===== src/rtl/divider_control.sv =====
// Restoring-divider controller: one quotient bit per cycle through an external subtract ALU.
// Optional DIV_SIGNED_EN adds the signed_op port and a FIX state that applies operand signs.
module divider_control #(
  parameter int WIDTH = 32,
  parameter int ITERS = WIDTH
) (
  input  logic             clk,
  input  logic             rst,
  input  logic             start,
  input  logic [WIDTH-1:0] dividend,
  input  logic [WIDTH-1:0] divisor,
`ifdef DIV_SIGNED_EN
  input  logic             signed_op,
`endif
  output logic             busy,
  output logic             done,
  output logic [WIDTH-1:0] quotient,
  output logic [WIDTH-1:0] remainder,
  output logic             div_by_zero,
  output logic [WIDTH-1:0] alu_src1,
  output logic [WIDTH-1:0] alu_src2,
  output logic [5:0]       alu_funct,
  input  logic [WIDTH-1:0] alu_result,
  input  logic             alu_carry
);

  localparam int CW = (ITERS > 1) ? $clog2(ITERS) : 1;
  localparam logic [CW-1:0] LAST = CW'(ITERS - 1);

  typedef enum logic [1:0] {
    S_IDLE,
    S_ITER,
`ifdef DIV_SIGNED_EN
    S_FIX,
`endif
    S_DONE
  } state_t;

  state_t           state_q, state_d;
  logic [WIDTH-1:0] r_q, r_d, q_q, q_d, d_q, d_d;
  logic [CW-1:0]    cnt_q, cnt_d;
  logic             busy_q, busy_d, done_q, done_d, dbz_q, dbz_d;
  logic [WIDTH-1:0] quot_q, quot_d, rem_q, rem_d;
  logic [WIDTH-1:0] shift_r, iter_r, iter_q, load_q, load_d;
`ifdef DIV_SIGNED_EN
  logic             negq_q, negq_d, negr_q, negr_d;
`endif

  assign shift_r   = {r_q[WIDTH-2:0], q_q[WIDTH-1]};
  assign iter_r    = alu_carry ? shift_r : alu_result;
  assign iter_q    = {q_q[WIDTH-2:0], ~alu_carry};

  assign alu_src1  = d_q;
  assign alu_src2  = shift_r;
  assign alu_funct = (state_q == S_ITER) ? 6'b001010 : 6'b000000;

  assign busy        = busy_q;
  assign done        = done_q;
  assign quotient    = quot_q;
  assign remainder   = rem_q;
  assign div_by_zero = dbz_q;

  // Signed operation divides magnitudes; the most negative value maps to itself as unsigned.
`ifdef DIV_SIGNED_EN
  assign load_q = (signed_op && dividend[WIDTH-1]) ? -dividend : dividend;
  assign load_d = (signed_op && divisor[WIDTH-1])  ? -divisor  : divisor;
`else
  assign load_q = dividend;
  assign load_d = divisor;
`endif

  always_comb begin
    state_d = state_q;
    r_d     = r_q;
    q_d     = q_q;
    d_d     = d_q;
    cnt_d   = cnt_q;
    busy_d  = busy_q;
    done_d  = 1'b0;
    dbz_d   = dbz_q;
    quot_d  = quot_q;
    rem_d   = rem_q;
`ifdef DIV_SIGNED_EN
    negq_d  = negq_q;
    negr_d  = negr_q;
`endif
    case (state_q)
      S_IDLE: begin
        if (start) begin
          busy_d = 1'b1;
          if (divisor == '0) begin
            dbz_d   = 1'b1;
            quot_d  = '1;
            rem_d   = dividend;
            done_d  = 1'b1;
            state_d = S_DONE;
          end else begin
            dbz_d   = 1'b0;
            d_d     = load_d;
            q_d     = load_q;
            r_d     = '0;
            cnt_d   = '0;
            state_d = S_ITER;
`ifdef DIV_SIGNED_EN
            negq_d  = signed_op & (dividend[WIDTH-1] ^ divisor[WIDTH-1]);
            negr_d  = signed_op & dividend[WIDTH-1];
`endif
          end
        end
      end
      S_ITER: begin
        r_d   = iter_r;
        q_d   = iter_q;
        cnt_d = cnt_q + 1'b1;
        if (cnt_q == LAST) begin
`ifdef DIV_SIGNED_EN
          state_d = S_FIX;
`else
          // Results are registered as the final iteration lands so they are valid while done is high.
          state_d = S_DONE;
          done_d  = 1'b1;
          quot_d  = iter_q;
          rem_d   = iter_r;
`endif
        end
      end
`ifdef DIV_SIGNED_EN
      S_FIX: begin
        state_d = S_DONE;
        done_d  = 1'b1;
        quot_d  = negq_q ? -q_q : q_q;
        rem_d   = negr_q ? -r_q : r_q;
      end
`endif
      S_DONE: begin
        state_d = S_IDLE;
        busy_d  = 1'b0;
      end
      default: state_d = S_IDLE;
    endcase
  end

  always_ff @(posedge clk or negedge rst) begin
    if (!rst) begin
      state_q <= S_IDLE;
      r_q     <= '0;
      q_q     <= '0;
      d_q     <= '0;
      cnt_q   <= '0;
      busy_q  <= 1'b0;
      done_q  <= 1'b0;
      dbz_q   <= 1'b0;
      quot_q  <= '0;
      rem_q   <= '0;
`ifdef DIV_SIGNED_EN
      negq_q  <= 1'b0;
      negr_q  <= 1'b0;
`endif
    end else begin
      state_q <= state_d;
      r_q     <= r_d;
      q_q     <= q_d;
      d_q     <= d_d;
      cnt_q   <= cnt_d;
      busy_q  <= busy_d;
      done_q  <= done_d;
      dbz_q   <= dbz_d;
      quot_q  <= quot_d;
      rem_q   <= rem_d;
`ifdef DIV_SIGNED_EN
      negq_q  <= negq_d;
      negr_q  <= negr_d;
`endif
    end
  end

endmodule


===== config.mk =====
export PLATFORM = sky130hd
export DESIGN_NAME = divider_control
export DESIGN_NICKNAME = d
export VERILOG_FILES = /design/src/rtl/divider_control.sv
export SDC_FILE = /design/constraint.sdc
export NUM_CORES = 1
export LEC_CHECK = 0
export BUFFER_PORTS_ARGS = -buffer_cell sky130_fd_sc_hd__buf_2
export CAP_MARGIN = 20
export CELL_PAD_IN_SITES_DETAIL_PLACEMENT = 0
export CELL_PAD_IN_SITES_GLOBAL_PLACEMENT = 1
export CORE_AREA = 5 5 128 155
export CTS_BUF_LIST = sky130_fd_sc_hd__clkbuf_8
export DETAILED_ROUTE_END_ITERATION = 6
export DIE_AREA = 0 0 133 160
export PLACE_DENSITY = 0.86
export SYNTH_ARGS = -nofsm -noshare
export SYNTH_HDL_FRONTEND = slang
export SYNTH_SLANG_ARGS = --single-unit

===== constraint.sdc =====
create_clock -name clk -period 2.3 [get_ports clk]
set_input_delay 0.23 -clock clk [delete_from_list [all_inputs] [get_ports clk]]
set_output_delay 0.23 -clock clk [all_outputs]
set_load 0.01 [all_outputs]

# ---- After elaboration in Yosys (flattened, before gate mapping)
# Index checks and enable logic that the tools add are counted.
dict set report totals {
  latchBits 0
  ram_bits 0
  in_bits 100
  n_memories 0
  word_cells 59
  romBits 0
  ff_bits 169
}
dict set report classes {
  div_mod_pow 0
  reduce_logical 10
  shift 0
  multipliers 0
  bitwise 2
  order_cmp 0
  addsub 1
  eq_ne 7
  muxes 29
}
# op count
set op_table {}
lappend op_table {{$mux W32} 9}
lappend op_table {{$pmux W32 S2} 3}
lappend op_table {{$mux W31} 2}
lappend op_table {{$pmux W31 S2} 1}
lappend op_table {{$logic_not A32 Y1} 1}
lappend op_table {{$mux W5} 2}
lappend op_table {{$pmux W5 S2} 1}
lappend op_table {{$mux W2} 3}
lappend op_table {{$ne A2 B2 Y1 const B} 3}
lappend op_table {{$reduce_and A2 Y1} 3}
lappend op_table {{$reduce_and A3 Y1} 2}
lappend op_table {{$add A5 B1 Y5 const B} 1}
lappend op_table {{$eq A5 B5 Y1 const B} 1}
lappend op_table {{$mux W1} 4}
lappend op_table {{$mux W4} 1}
lappend op_table {{$pmux W1 S2} 2}
lappend op_table {{$pmux W2 S2} 1}
lappend op_table {{$reduce_and A4 Y1} 1}
lappend op_table {{$reduce_bool A2 Y1} 2}
lappend op_table {{$eq A2 B1 Y1 const B} 1}
lappend op_table {{$eq A2 B2 Y1 const B} 1}
lappend op_table {{$logic_not A2 Y1} 1}
lappend op_table {{$ne A2 B1 Y1 const B} 1}
lappend op_table {{$not A1 Y1} 2}

# ---- Depth between registers and ports, before layout
# Gate-level depths: netlist (run 1).
dict set report logic_depth {
  depth_word 4
  ltp_mapped 9
  mapped_depth_nobuf 7
}

# ---- Least setup slack after synthesis (run 1)
# Ideal clock, no wire load.
dict set report synth_timing {
  path_kind {flip-flop to flip-flop}
  from {reg cnt_q[0]}
  to {reg quot_q[23], in the netlist quotient[23]}
  synth_period_minus_slack_ns 1.920
  arrival_ns 1.799
  setup_ns 0.121
  stages_incl_launch_ff 10
  setup_slack_ns 0.380
  cell_sequence {dfrtp_1 ha_1 and3_1 ha_1 and2_1 a31oi_2 buf_4 inv_4 buf_6 o22a_1}
}
dict set report synth_between {
  elab_chain_len 3
}
# item line_no
set synth_rtl {}
lappend synth_rtl {{start: declaration} 41} ;# logic [CW-1:0] cnt_q, cnt_d;
lappend synth_rtl {{start signal: assignment} 164} ;# cnt_q <= cnt_d;
lappend synth_rtl {{$eq A5 B5 Y1} 115} ;# if (cnt_q == LAST) begin
lappend synth_rtl {{$ne A2 B1 Y1 (no line)} --}
lappend synth_rtl {{$reduce_and A4 Y1 (no line)} --}
lappend synth_rtl {{end signal: assignment} 168} ;# quot_q <= quot_d;
lappend synth_rtl {{end: declaration} 43} ;# logic [WIDTH-1:0] quot_q, quot_d, rem_q, rem_d;
# No other way between the ends.
# A chain may end at the register's enable or synchronous reset.

# ---- Worst setup path after layout (run 1)
dict set report layout_timing {
  from {reg state_q[1]}
  to {out alu_funct[1]}
}
dict set report layout_between {
  elab_chain_len 2
}
# item line_no
set layout_rtl {}
lappend layout_rtl {{start: declaration} 39} ;# state_t state_q, state_d;
lappend layout_rtl {{start signal: assignment} 160} ;# state_q <= state_d;
lappend layout_rtl {{$eq A2 B1 Y1} 55} ;# assign alu_funct = (state_q == S_ITER) ? 6'b001010 : 6'b000000;
lappend layout_rtl {{$mux W4} 55}
lappend layout_rtl {{end: declaration} 22} ;# output logic [5:0] alu_funct,
# No other way between the ends.

==> results by group, run 1 <==
Routing
  • Post-DR wirelength/cell: 17.39 µm
  • Routed Antenna Nets: 0
  • Vias: a little under 6,000
  • DRC Markers: 0
  • DR vias/cell: about 5
  • Drt initial violations: roughly 330
  • DR pass1 iterations: 4
  • Post-Route WL: just under 20,000 µm

Clock tree
  • Later-pin clock latency in the skew report: between 400 and 500 ps
  • Sinks on Clock Net: around 170
  • CTS resizes: 0
  • H-Tree Level Count: 4
  • Maximum clock insertion buffer count: 2
  • TritonCTS Buffers: 17
  • CTS clk-pin slew, worst paths: about 90 ps
  • TritonCTS clock tree: done
  • Clock Tree Root: clkbuf_8

Global route
  • Vias in the first global route: approximately 5,900
  • Global routing usage on met3: approximately 5.5%
  • GRT Util Overall: approximately a fifth
  • GR Util met1: about a quarter
  • Initial antenna violation count: 0
  • Met2 Track Usage GR: a little under a third
  • GRT busiest layer: met2
  • Overflow after GRT: 0
  • Largest net degree at the start of global routing: between 60 and 70
  • First-pass GRT wire length: 31,820 µm

Die
  • Ports: 237
  • Cell row count: 54
  • CORE AREA: roughly 18,000 µm²
  • Die Y-Extent: roughly 160 µm
  • Area of the die: approximately 21,000 µm²
  • Chip width: approximately 130 µm
  • Initial Util: about two fifths

Power
  • Clk network pwr share: about a fifth
  • Switching share of power: 37.50%
  • Power Dens Cells: approximately 1200 nW/µm²
  • Leak: 4.947 nW
  • Internal power: 7.030 mW
  • Worst VDD drop: between 0.0004 and 0.0005 V
  • Switch Pwr: 4.218 mW
  • Reg power frac: around 44%
  • Comb pwr share: 36.9%

Placed design
  • Placed wire-length estimate: ~14,000 µm
  • Port-buffer cells: 232
  • Pre-CTS setup slack: around 280 ps
  • Routability cong.: 0.7403

Outcome
  • Status: finished, final reports clean

Worst setup path
  • Required @ worst endpoint: around 2100 ps
  • Crit path kind: register to output pin
  • Crit path from: state_q[1]
  • Worst Setup End Kind: output pin
  • Origin of the critical flop-to-flop path: cnt_q[0]
  • Crit Path Max Fanout: 23
  • CP arrival: 1850 ps
  • Startpoint types: register

Final layout
  • Area growth syn-to-layout: 30.67%
  • Final-layout fill cell count: between 1,500 and 2,000
  • Nets@finish: 1,009
  • Antenna diodes: 0
  • Area of the multi-input gates: approximately 2600 µm²
  • Layout cells sized above 1: between 30% and 40%
  • Register cell area after layout: between 4000 and 5000 µm²

Job
  • Max-Cap Viols: 0

STA
  • Final setup skew: around 14 ps
  • Least-Margin Pin Slew: 581.3 ps
  • Final hold vios: 0
  • Slew HR: 61.25%
  • Fmax achieved: ~0.48 GHz
  • Setup_tns: 0 ps
  • Final setup fails: 0
  • Final Max Tran Viols: 0
  • PnR worst setup slack: approximately 220 ps
  • RSZ-0062 raised after global routing: false
  • Post-layout min period: roughly 2100 ps
  • Final period utilization: 90.45%

Yosys
  • Synth Area per Inst: 10.98 µm²
  • Post-synthesis cell count: 647
  • Post-synth cell types: 35
  • Netlist Area Pre-Place: 7107 µm²
  • Sequential-to-total area share from yosys stat: 59.51%
  • Synthesis Warnings: 0
  • Flops & latches, synth: between 150 and 200

Worst hold path
  • Hold_sp: dividend[3]
  • Worst min path class: primary input to register
-- Yosys cell counts (all sizes together) --
library cell | number | area share, %
nand4 | 2 | 0.18
nor3 | 1 | 0.070
conb | 1 | 0.053
a221o | 19 | 2.7
nand2 | 131 | 6.9
mux2i | 33 | 4.6
dfrtp | 169 | 60
and3 | 2 | 0.18
nor4 | 8 | 1.4
o2bb2ai | 2 | 0.25
mux2 | 1 | 0.16
o22a | 31 | 3.8
and2 | 1 | 0.088
inv | 5 | 0.30
a2bb2oi | 1 | 0.21
nand3 | 3 | 0.21
and4 | 2 | 0.25
a21o | 45 | 4.8
a21oi | 36 | 2.6
a22o | 15 | 1.8
ha | 2 | 0.35
clkbuf | 10 | 0.53
buf | 38 | 3.5
nand2b | 1 | 0.12
a31oi | 1 | 0.18
nor2 | 52 | 2.7
o21ai | 35 | 2.5
-- worst max-delay path: stages (launching register included) --
cell      delay [ps]
dfrtp_1          460
nand2b_2         350
inv_2            110
buf_4            280
buf_2            190
-- per-layer routing --
metal  vias to the layer above  share of wire (%)
met2                       188                 50
met1                      2802                 42
met3                        26                6.8
met4                         0                1.6
met5                         -                  0
li1                       2783                  -
-- power groups by stage --
stage	Combinational (mW)	Clock (mW)	Sequential (mW)
floorplan	2.02	0	5.30
global placement	4.08	0	4.98
detailed placement	4.18	0	5.00
CTS	4.23	2.22	4.96
global route	4.59	2.34	5.12
finish	4.15	2.15	4.96
-- kinds of logic (layout without fill, tap and decap cells) --
| group | Yosys count | in the layout | share of synthesized area [%] |
|---|---|---|---|
| AOI/OAI and AO/OA | 185 | 185 | 18.84 |
| adders and majority gates | 2 | 2 | 0.3521 |
| buffers and inverters | 53 | 323 | 4.278 |
| DFF | 169 | 169 | 59.51 |
| muxes | 34 | 34 | 4.806 |
| other | 1 | 4 | 0.05277 |
| and+or+nand+nor | 203 | 203 | 12.17 |
-- layout make-up --
type	count	area share [%]
tap	224	3.018
timing repair buffer	286	18.80
clock buffer	17	2.520
inverter	5	0.2290
sequential	169	45.54
multi-input combinational	428	28.11
clock inverter	15	1.792
-- stage by stage --
stage / std cells / total power, mW / hold slack, ps / util (%) / instance area, µm²
6_report: 1144 / 11.25 / 76.85 / 51.48 / 9286
5_1_grt: 1144 / 12.05 / 49.92 / 51.48 / 9286
4_1_cts: 1144 / 11.40 / 42.32 / 51.48 / 9286
3_5_place_dp: 1078 / 9.176 / 262.4 / 47.37 / 8546
3_3_place_gp: 1078 / 9.054 / 266.7 / 47.37 / 8546
2_1_floorplan: 650 / 7.318 / -65.59 / - / 7118
-- path summary, 6_finish.rpt --
| path | end | slack [ps] | cells after the start |
|---|---|---|---|
| setup / recovery | alu_funct[1] | 220 | 4 |
| hold / removal | remainder[3] | 80 | 3 |
| setup reg to reg | quotient[10] | 270 | 7 |
| hold reg to reg | alu_src1[25] | 480 | 2 |
| max in group asynchronous | q_q[20] | 1310 | 3 |
| min in group asynchronous | r_q[26] | 330 | 2 |
-- timing repair --
item,CTS,global route
hold buffers,34,0
endpoints found under the hold margin,87,0
buffers inserted,0,0
-- sequential cells by signal, indices dropped and copies added (netlist names) --
| signal | count |
|---|---|
| alu_src1 | 32 |
| q_q | 32 |
| quotient | 32 |
| remainder | 32 |
| r_q | 31 |
| cnt_q | 5 |
| state_q | 2 |
| busy | 1 |
| div_by_zero | 1 |
| done | 1 |
-- cells in the final DEF (no fill, tap or decap), types with 19 or more instances in the layout --
cell type and n:
o21ai_0 33, a221o_1 19, dlygate4sd3_1 34, buf_2 231, a21o_1 44, dfrtp_1 169
mux2i_1 33, o22a_1 31, a21oi_1 35, nor2_1 52, nand2_1 131
(Power assumes the default switching activity.)
==> inputs of run 2 (changes only) <==
--- a/config.mk
+++ b/config.mk
@@ -9,11 +9,13 @@
 export CAP_MARGIN = 20
 export CELL_PAD_IN_SITES_DETAIL_PLACEMENT = 0
 export CELL_PAD_IN_SITES_GLOBAL_PLACEMENT = 1
-export CORE_AREA = 5 5 128 155
+export CORE_AREA = 5 5 140 142
 export CTS_BUF_LIST = sky130_fd_sc_hd__clkbuf_8
+export CTS_CLUSTER_DIAMETER = 30
 export DETAILED_ROUTE_END_ITERATION = 6
-export DIE_AREA = 0 0 133 160
+export DIE_AREA = 0 0 145 147
 export PLACE_DENSITY = 0.86
+export SLEW_MARGIN = 20
 export SYNTH_ARGS = -nofsm -noshare
 export SYNTH_HDL_FRONTEND = slang
 export SYNTH_SLANG_ARGS = --single-unit
==> run 2 against run 1 <==
Critical path depth increased by 4. Flip-flop and latch count unchanged. Clock power decreased by 8%. Register-to-register slack improved by 20 ps. Critical endpoint is now alu_src1[23]. Largest cell class unchanged.
==> results by group, run 2 (synthesized netlist as in run 1, its figures left out) <==
Outcome
  • Status: finished, final reports clean

Clock tree
  • Post-CTS Setup Bufs: 0 (unchanged)
  • H-Tree Level Count: 4 (unchanged)
  • Maximum clock insertion buffer count: 2 (unchanged)
  • Sinks on Clock Net: 169 (unchanged)
  • Later-pin clock latency in the skew report: 440 ps (-20 ps)
  • # hold bufs at CTS: 33 (-2.9%)
  • CTS clk-pin slew, worst paths: 80 ps (about the same)
  • TritonCTS clock tree: done
  • CTS resizes: 0 (unchanged)
  • Clock Tree Root: clkbuf_8
  • TritonCTS Buffers: 17 (unchanged)

Worst setup path
  • Worst-path cell chain: dlygate4sd3_1 > buf_2 > nor4_2 > and4_1 > a21oi_4 > buf_4 > nand2_1 > nand2_1
  • Worst path depth: 8 (+4)
  • Worst r2r dst: remainder[11]
  • Reg2Reg Depth: 7 (unchanged)
  • Largest delay contributor family on the critical path: buffers and inverters
  • Worst path max stage delay: 650 ps (+190 ps)
  • Crit path kind: primary input to register
  • WP buf/inv: 3 (unchanged)
  • Origin of the critical flop-to-flop path: cnt_q[0]
  • CP arrival: 2400 ps (+550 ps)
  • Startpoint types: primary input
  • Most frequent cell on the critical path: nand2_1
  • Slowest CP cell: a21oi_4
  • Crit path from: divisor[2]
  • Required @ worst endpoint: 2670 ps (+600 ps)
  • Reg-to-reg slack, setup: 290 ps (+20 ps)
  • Worst Setup End Kind: register
  • Crit Path Max Fanout: 27 (+17%)

STA
  • RSZ-0062 raised after global routing: false
  • Post-layout min period: 2035 ps (-44.99 ps)
  • Final setup skew: 10.53 ps (-3.306 ps)
  • Setup_tns: 0 ps (unchanged)
  • Least-Margin Pin Slew: 760.0 ps (+178.7 ps)
  • PnR worst setup slack: 264.7 ps (+44.99 ps)
  • Final setup fails: 0 (unchanged)
  • Final hold vios: 0 (unchanged)
  • Final period utilization: 88.49% (-2.0 points)
  • Slew HR: 49.22% (-12 points)
  • Fmax achieved: 0.4913 GHz (+2.2%)
  • Final Max Tran Viols: 0 (unchanged)

Job
  • Max-Cap Viols: 0 (unchanged)

Power
  • Switch Pwr: 4.060 mW (-3.7%)
  • Reg power frac: 45.0% (+0.9 points)
  • Total power: 11.02 mW (-2.0%)
  • Comb pwr share: 37.1% (+0.2 points)
  • Internal power: 6.965 mW (-0.93%)
  • Power Dens Cells: 1200 nW/µm² (-0.90%)
  • Leak: 4.891 nW (-1.1%)
  • Switching share of power: 36.83% (-0.67 points)
  • Worst VDD drop: 0.0005973 V (+24%)
  • Clk network pwr share: 18.0% (-1.1 points)

Final layout
  • Layout cells sized above 1: 31.83% (-0.78 points)
  • Commonest non-fill, non-tap cell in the layout: buf_2
  • Antenna diodes: 0 (unchanged)
  • Final-layout fill cell count: 1,676 (-0.89%)
  • Nets@finish: 1,003 (-0.59%)
  • Final core occ: 50.11% (-1.4 points)
  • Final instance area: 9185 µm² (-1.1%)
  • Area growth syn-to-layout: 29.24%
  • Commonest non-fill, non-tap cells in the layout: buf_2, dfrtp_1, nand2_1

Worst hold path
  • Worst min path class: primary input to register
  • Hold_sp: dividend[0]
  • Hold Path End: q_q[0]
  • Hold path cells: 2 (-1)

Placed design
  • Placed wire-length estimate: 13,580 µm (-1.4%)
  • Dpl cell area: 8496 µm² (-0.59%)
  • Routability cong.: 0.7857 (+6.1%)
  • Port-buffer cells: 232 (unchanged)
  • Pre-CTS setup slack: 290.1 ps (+8.557 ps)

Global route
  • Vias in the first global route: 6,052 (+2.2%)
  • Overflow after GRT: 0 (unchanged)
  • Largest net degree at the start of global routing: 69 (unchanged)
  • GRT Util Overall: 18.47% (-0.22 points)
  • Initial antenna violation count: 2 (+2)
  • First-pass GRT wire length: 32,170 µm (+1.1%)

Routing
  • DR pass1 iterations: 5 (+1)
  • Post-Route WL: 19,560 µm (-1.7%)
  • Vias: 5,828 (+0.50%)
  • Routed Antenna Nets: 0 (unchanged)
  • Drt initial violations: 275 (-17%)
  • DRC Markers: 0 (unchanged)
  • DR vias/cell: 5.090 (+0.41%)
  • Post-DR wirelength/cell: 17.08 µm (-1.8%)

Die
  • Chip width: 145 µm (+9.0%)
  • Initial Util: 38.77% (-0.62 points)
  • CORE AREA: 18,330 µm² (+1.6%)
  • Die Y-Extent: 147 µm (-8.1%)
  • Ports: 237 (unchanged)
  • Area of the die: 21,320 µm² (+0.16%)
  • Cell row count: 50 (-7.4%)
## run 2: per-stage QoR
stage / hold slack, ps / instances
final: 49.70 / 1145
after global routing: 11.60 / 1145
after CTS: 12.55 / 1145
after detailed placement: 176.5 / 1083
after global placement: 172.4 / 1083
after floorplan: -65.59 / 650
## run 2: worst max-delay path by stage
stage                     to  slack (ps)
3_3_place_gp    alu_src1[10]         330
4_1_cts              q_q[29]         270
2_1_floorplan   quotient[23]         380
6_report        alu_src1[23]         260
3_5_place_dp   remainder[11]         290
5_1_grt         alu_src1[17]         130
## run 2: per-layer routing
metal	vias to the layer above	part of all wire (%)	global-route usage, %
li1	2760	-	-
met4	4	1.8	5.508
met1	2827	44	24.57
met2	209	47	29.06
met3	28	7.2	5.891
met5	-	0.13	0
## run 2: worst reg2reg max path: stages (launching register included)
cell	delay, ps
dfrtp_1	410
ha_1	220
and3_1	180
ha_1	190
and2_1	180
a31oi_4	230
buf_12	290
o21ai_0	180
## run 2: cell type report
type	count	area [µm²]	area share (%)
repair buffers	280	1673	18.21
clock buffers	18	247.7	2.697
multi-input cells	428	2610	28.42
inverters	5	21.27	0.2316
clock inverters	11	111.4	1.212
well taps	234	292.8	3.188
flip-flops and latches	169	4229	46.04
## run 2: power by group through the flow
stage	sequential, mW	combinational [mW]	clock, mW
5_1_grt	5.13	4.58	2.18
6_report	4.96	4.09	1.98
4_1_cts	4.96	4.16	2.06
3_3_place_gp	4.98	4.02	0
2_1_floorplan	5.30	2.02	0
3_5_place_dp	5.00	4.11	0
==> inputs of run 3 (changes only) <==
==> constraint.sdc (replaced) <==
create_clock -name clk -period 2.3 [get_ports clk]
set_input_delay 0.46 -clock clk [delete_from_list [all_inputs] [get_ports clk]]
set_output_delay 0.46 -clock clk [all_outputs]
set_load 0.01 [all_outputs]
==> run 3 against run 2 <==
Cell area decreased by 1.3%. Critical path depth decreased by 4. Critical endpoint is now alu_funct[3]. Sequential share of layout area increased by 0.63 points. Flip-flop and latch count unchanged.
==> results by group, run 3 (synthesized netlist as in run 1, its figures left out) <==
Outcome
  • Status: finished, final reports clean

STA
  • Fmax achieved: 0.4600 GHz (-6.4%)
  • Final Max Tran Viols: 0 (unchanged)
  • Post-layout min period: 2174 ps (+138.6 ps)
  • Least-Margin Pin Slew: 728.8 ps (-31.23 ps)
  • RSZ-0062 raised after global routing: false
  • Final setup fails: 0 (unchanged)
  • Slew HR: 51.31% (+2.1 points)
  • Final setup skew: 16.08 ps (+5.556 ps)
  • Final hold vios: 0 (unchanged)
  • Setup_tns: 0 ps (unchanged)
  • Final period utilization: 94.52% (+6.0 points)

Placed design
  • Port-buffer cells: 232 (unchanged)
  • Routability cong.: 0.7984 (+1.6%)
  • Placed wire-length estimate: 13,870 µm (+2.2%)

Global route
  • Initial antenna violation count: 1 (-1)
  • Overflow after GRT: 0 (unchanged)
  • Largest net degree at the start of global routing: 53 (-23%)
  • Vias in the first global route: 5,991 (-1.0%)
  • GRT Util Overall: 18.17% (-0.30 points)
  • First-pass GRT wire length: 31,540 µm (-2.0%)

Power
  • Internal power: 7.163 mW (+2.8%)
  • Power Dens Cells: 1251 nW/µm² (+4.2%)
  • Comb pwr share: 36.3% (-0.8 points)
  • Clk network pwr share: 20.0% (+2.0 points)
  • Worst VDD drop: 0.0005342 V (-11%)
  • Reg power frac: 43.7% (-1.3 points)
  • Switching share of power: 36.81% (about the same)
  • Switch Pwr: 4.173 mW (+2.8%)
  • Leak: 4.847 nW (-0.91%)

Clock tree
  • Post-CTS Setup Bufs: 0 (unchanged)
  • Maximum clock insertion buffer count: 2 (unchanged)
  • TritonCTS clock tree: done
  • H-Tree Level Count: 4 (unchanged)
  • Sinks on Clock Net: 169 (unchanged)
  • Clock Tree Root: clkbuf_8
  • CTS clk-pin slew, worst paths: 90 ps (about the same)
  • Later-pin clock latency in the skew report: 450 ps (about the same)
  • TritonCTS Buffers: 17 (unchanged)

Worst setup path
  • Origin of the critical flop-to-flop path: cnt_q[0]
  • Crit Path Max Fanout: 37 (+37%)
  • Startpoint types: register
  • Worst Setup End Kind: output pin
  • Required @ worst endpoint: 1840 ps (-830 ps)
  • Crit path from: state_q[1]
  • Crit path kind: register to output pin
  • CP arrival: 1710 ps (-690 ps)

Final layout
  • Commonest non-fill, non-tap cells in the layout: buf_2, dfrtp_1, nand2_1
  • Area growth syn-to-layout: 27.50%
  • Commonest non-fill, non-tap cell in the layout: buf_2
  • Layout cells sized above 1: 33.90% (+2.1 points)
  • Final-layout fill cell count: 1,773 (+5.8%)
  • Area of the multi-input gates: 2610 µm² (unchanged)
  • Antenna diodes: 0 (unchanged)
  • Register cell area after layout: 4229 µm² (unchanged)
  • Final core occ: 49.43% (-0.68 points)
  • Nets@finish: 977 (-2.6%)

Die
  • Cell row count: 50 (unchanged)
  • CORE AREA: 18,330 µm² (unchanged)
  • Ports: 237 (unchanged)
  • Area of the die: 21,320 µm² (unchanged)
  • Chip width: 145 µm (unchanged)
  • Initial Util: 38.77% (unchanged)
  • Die Y-Extent: 147 µm (unchanged)

Routing
  • Post-Route WL: 19,380 µm (-0.92%)
  • DR pass1 iterations: 4 (-1)
  • Vias: 5,787 (-0.70%)
  • Post-DR wirelength/cell: 17.27 µm (+1.1%)
  • DR vias/cell: 5.158 (+1.3%)
  • DRC Markers: 0 (unchanged)
  • Routed Antenna Nets: 0 (unchanged)
  • Drt initial violations: 337 (+23%)

Worst hold path
  • Hold_sp: divisor[13]
  • Worst min path class: primary input to register

Job
  • Max-Cap Viols: 0 (unchanged)
-- run 3: per-layer routing --
layer	global-route usage, %	vias up	routed length (µm)
li1	-	2729	-
met1	24.10	2826	8659
met2	28.69	209	8980
met3	5.645	21	1457
met4	5.650	2	265
met5	0	-	11
-- run 3: path summary, 6_finish.rpt --
| path | to | slack, ps | cells after the start |
|---|---|---|---|
| max in group asynchronous | alu_src1[22] | 1120 | 3 |
| min in group asynchronous | r_q[19] | 510 | 2 |
| worst min register to register | alu_src1[31] | 480 | 2 |
| worst max register to register | remainder[8] | 200 | 7 |
| worst min-delay path | alu_src1[13] | 220 | 3 |
| worst max-delay path | alu_funct[3] | 130 | 4 |
-- run 3: critical path: stages (launching register included) --
cell	delay, ps
dfrtp_1	460
nand2b_2	240
inv_2	70
buf_6	290
buf_2	200
-- run 3: power by group through the flow --
| stage | clock network, mW | logic [mW] | registers, mW |
|---|---|---|---|
| after global routing | 2.45 | 4.58 | 5.11 |
| after global placement | 0 | 4.10 | 4.98 |
| after floorplan | 0 | 2.02 | 5.30 |
| after detailed placement | 0 | 4.19 | 5.00 |
| final | 2.27 | 4.12 | 4.95 |
| after CTS | 2.33 | 4.21 | 4.96 |
-- run 3: repair_timing --
| action | in CTS | in global routing |
|---|---|---|
| hold buffers | 1 | 0 |
| hold endpoints to repair | 45 | 0 |
| setup endpoints to repair | 2 | 8 |
| pin swaps | 0 | 0 |
| gates resized for setup | 1 | 1 |
-- run 3: cell type report --
type,count,area share [%]
Tap cell,234,3.231
Multi-Input combinational cell,428,28.80
Inverter,5,0.2347
Clock buffer,19,2.886
Sequential cell,169,46.67
Timing Repair Buffer,254,16.34
Clock inverter,13,1.837
-- run 3: per-stage QoR --
step / total power, mW / cell area [µm²] / instances / setup WS, ps / hold WS (ps)
finish: 11.34 / 9061 / 1122 / 126.1 / 220.1
detailed placement: 9.191 / 8616 / 1089 / 102.0 / 430.5
floorplan: 7.318 / 7118 / 650 / 379.7 / 164.4
global route: 12.15 / 9061 / 1122 / 22.07 / 180.5
global placement: 9.076 / 8616 / 1089 / 194.0 / 429.9
CTS: 11.50 / 9057 / 1122 / 74.08 / 179.9
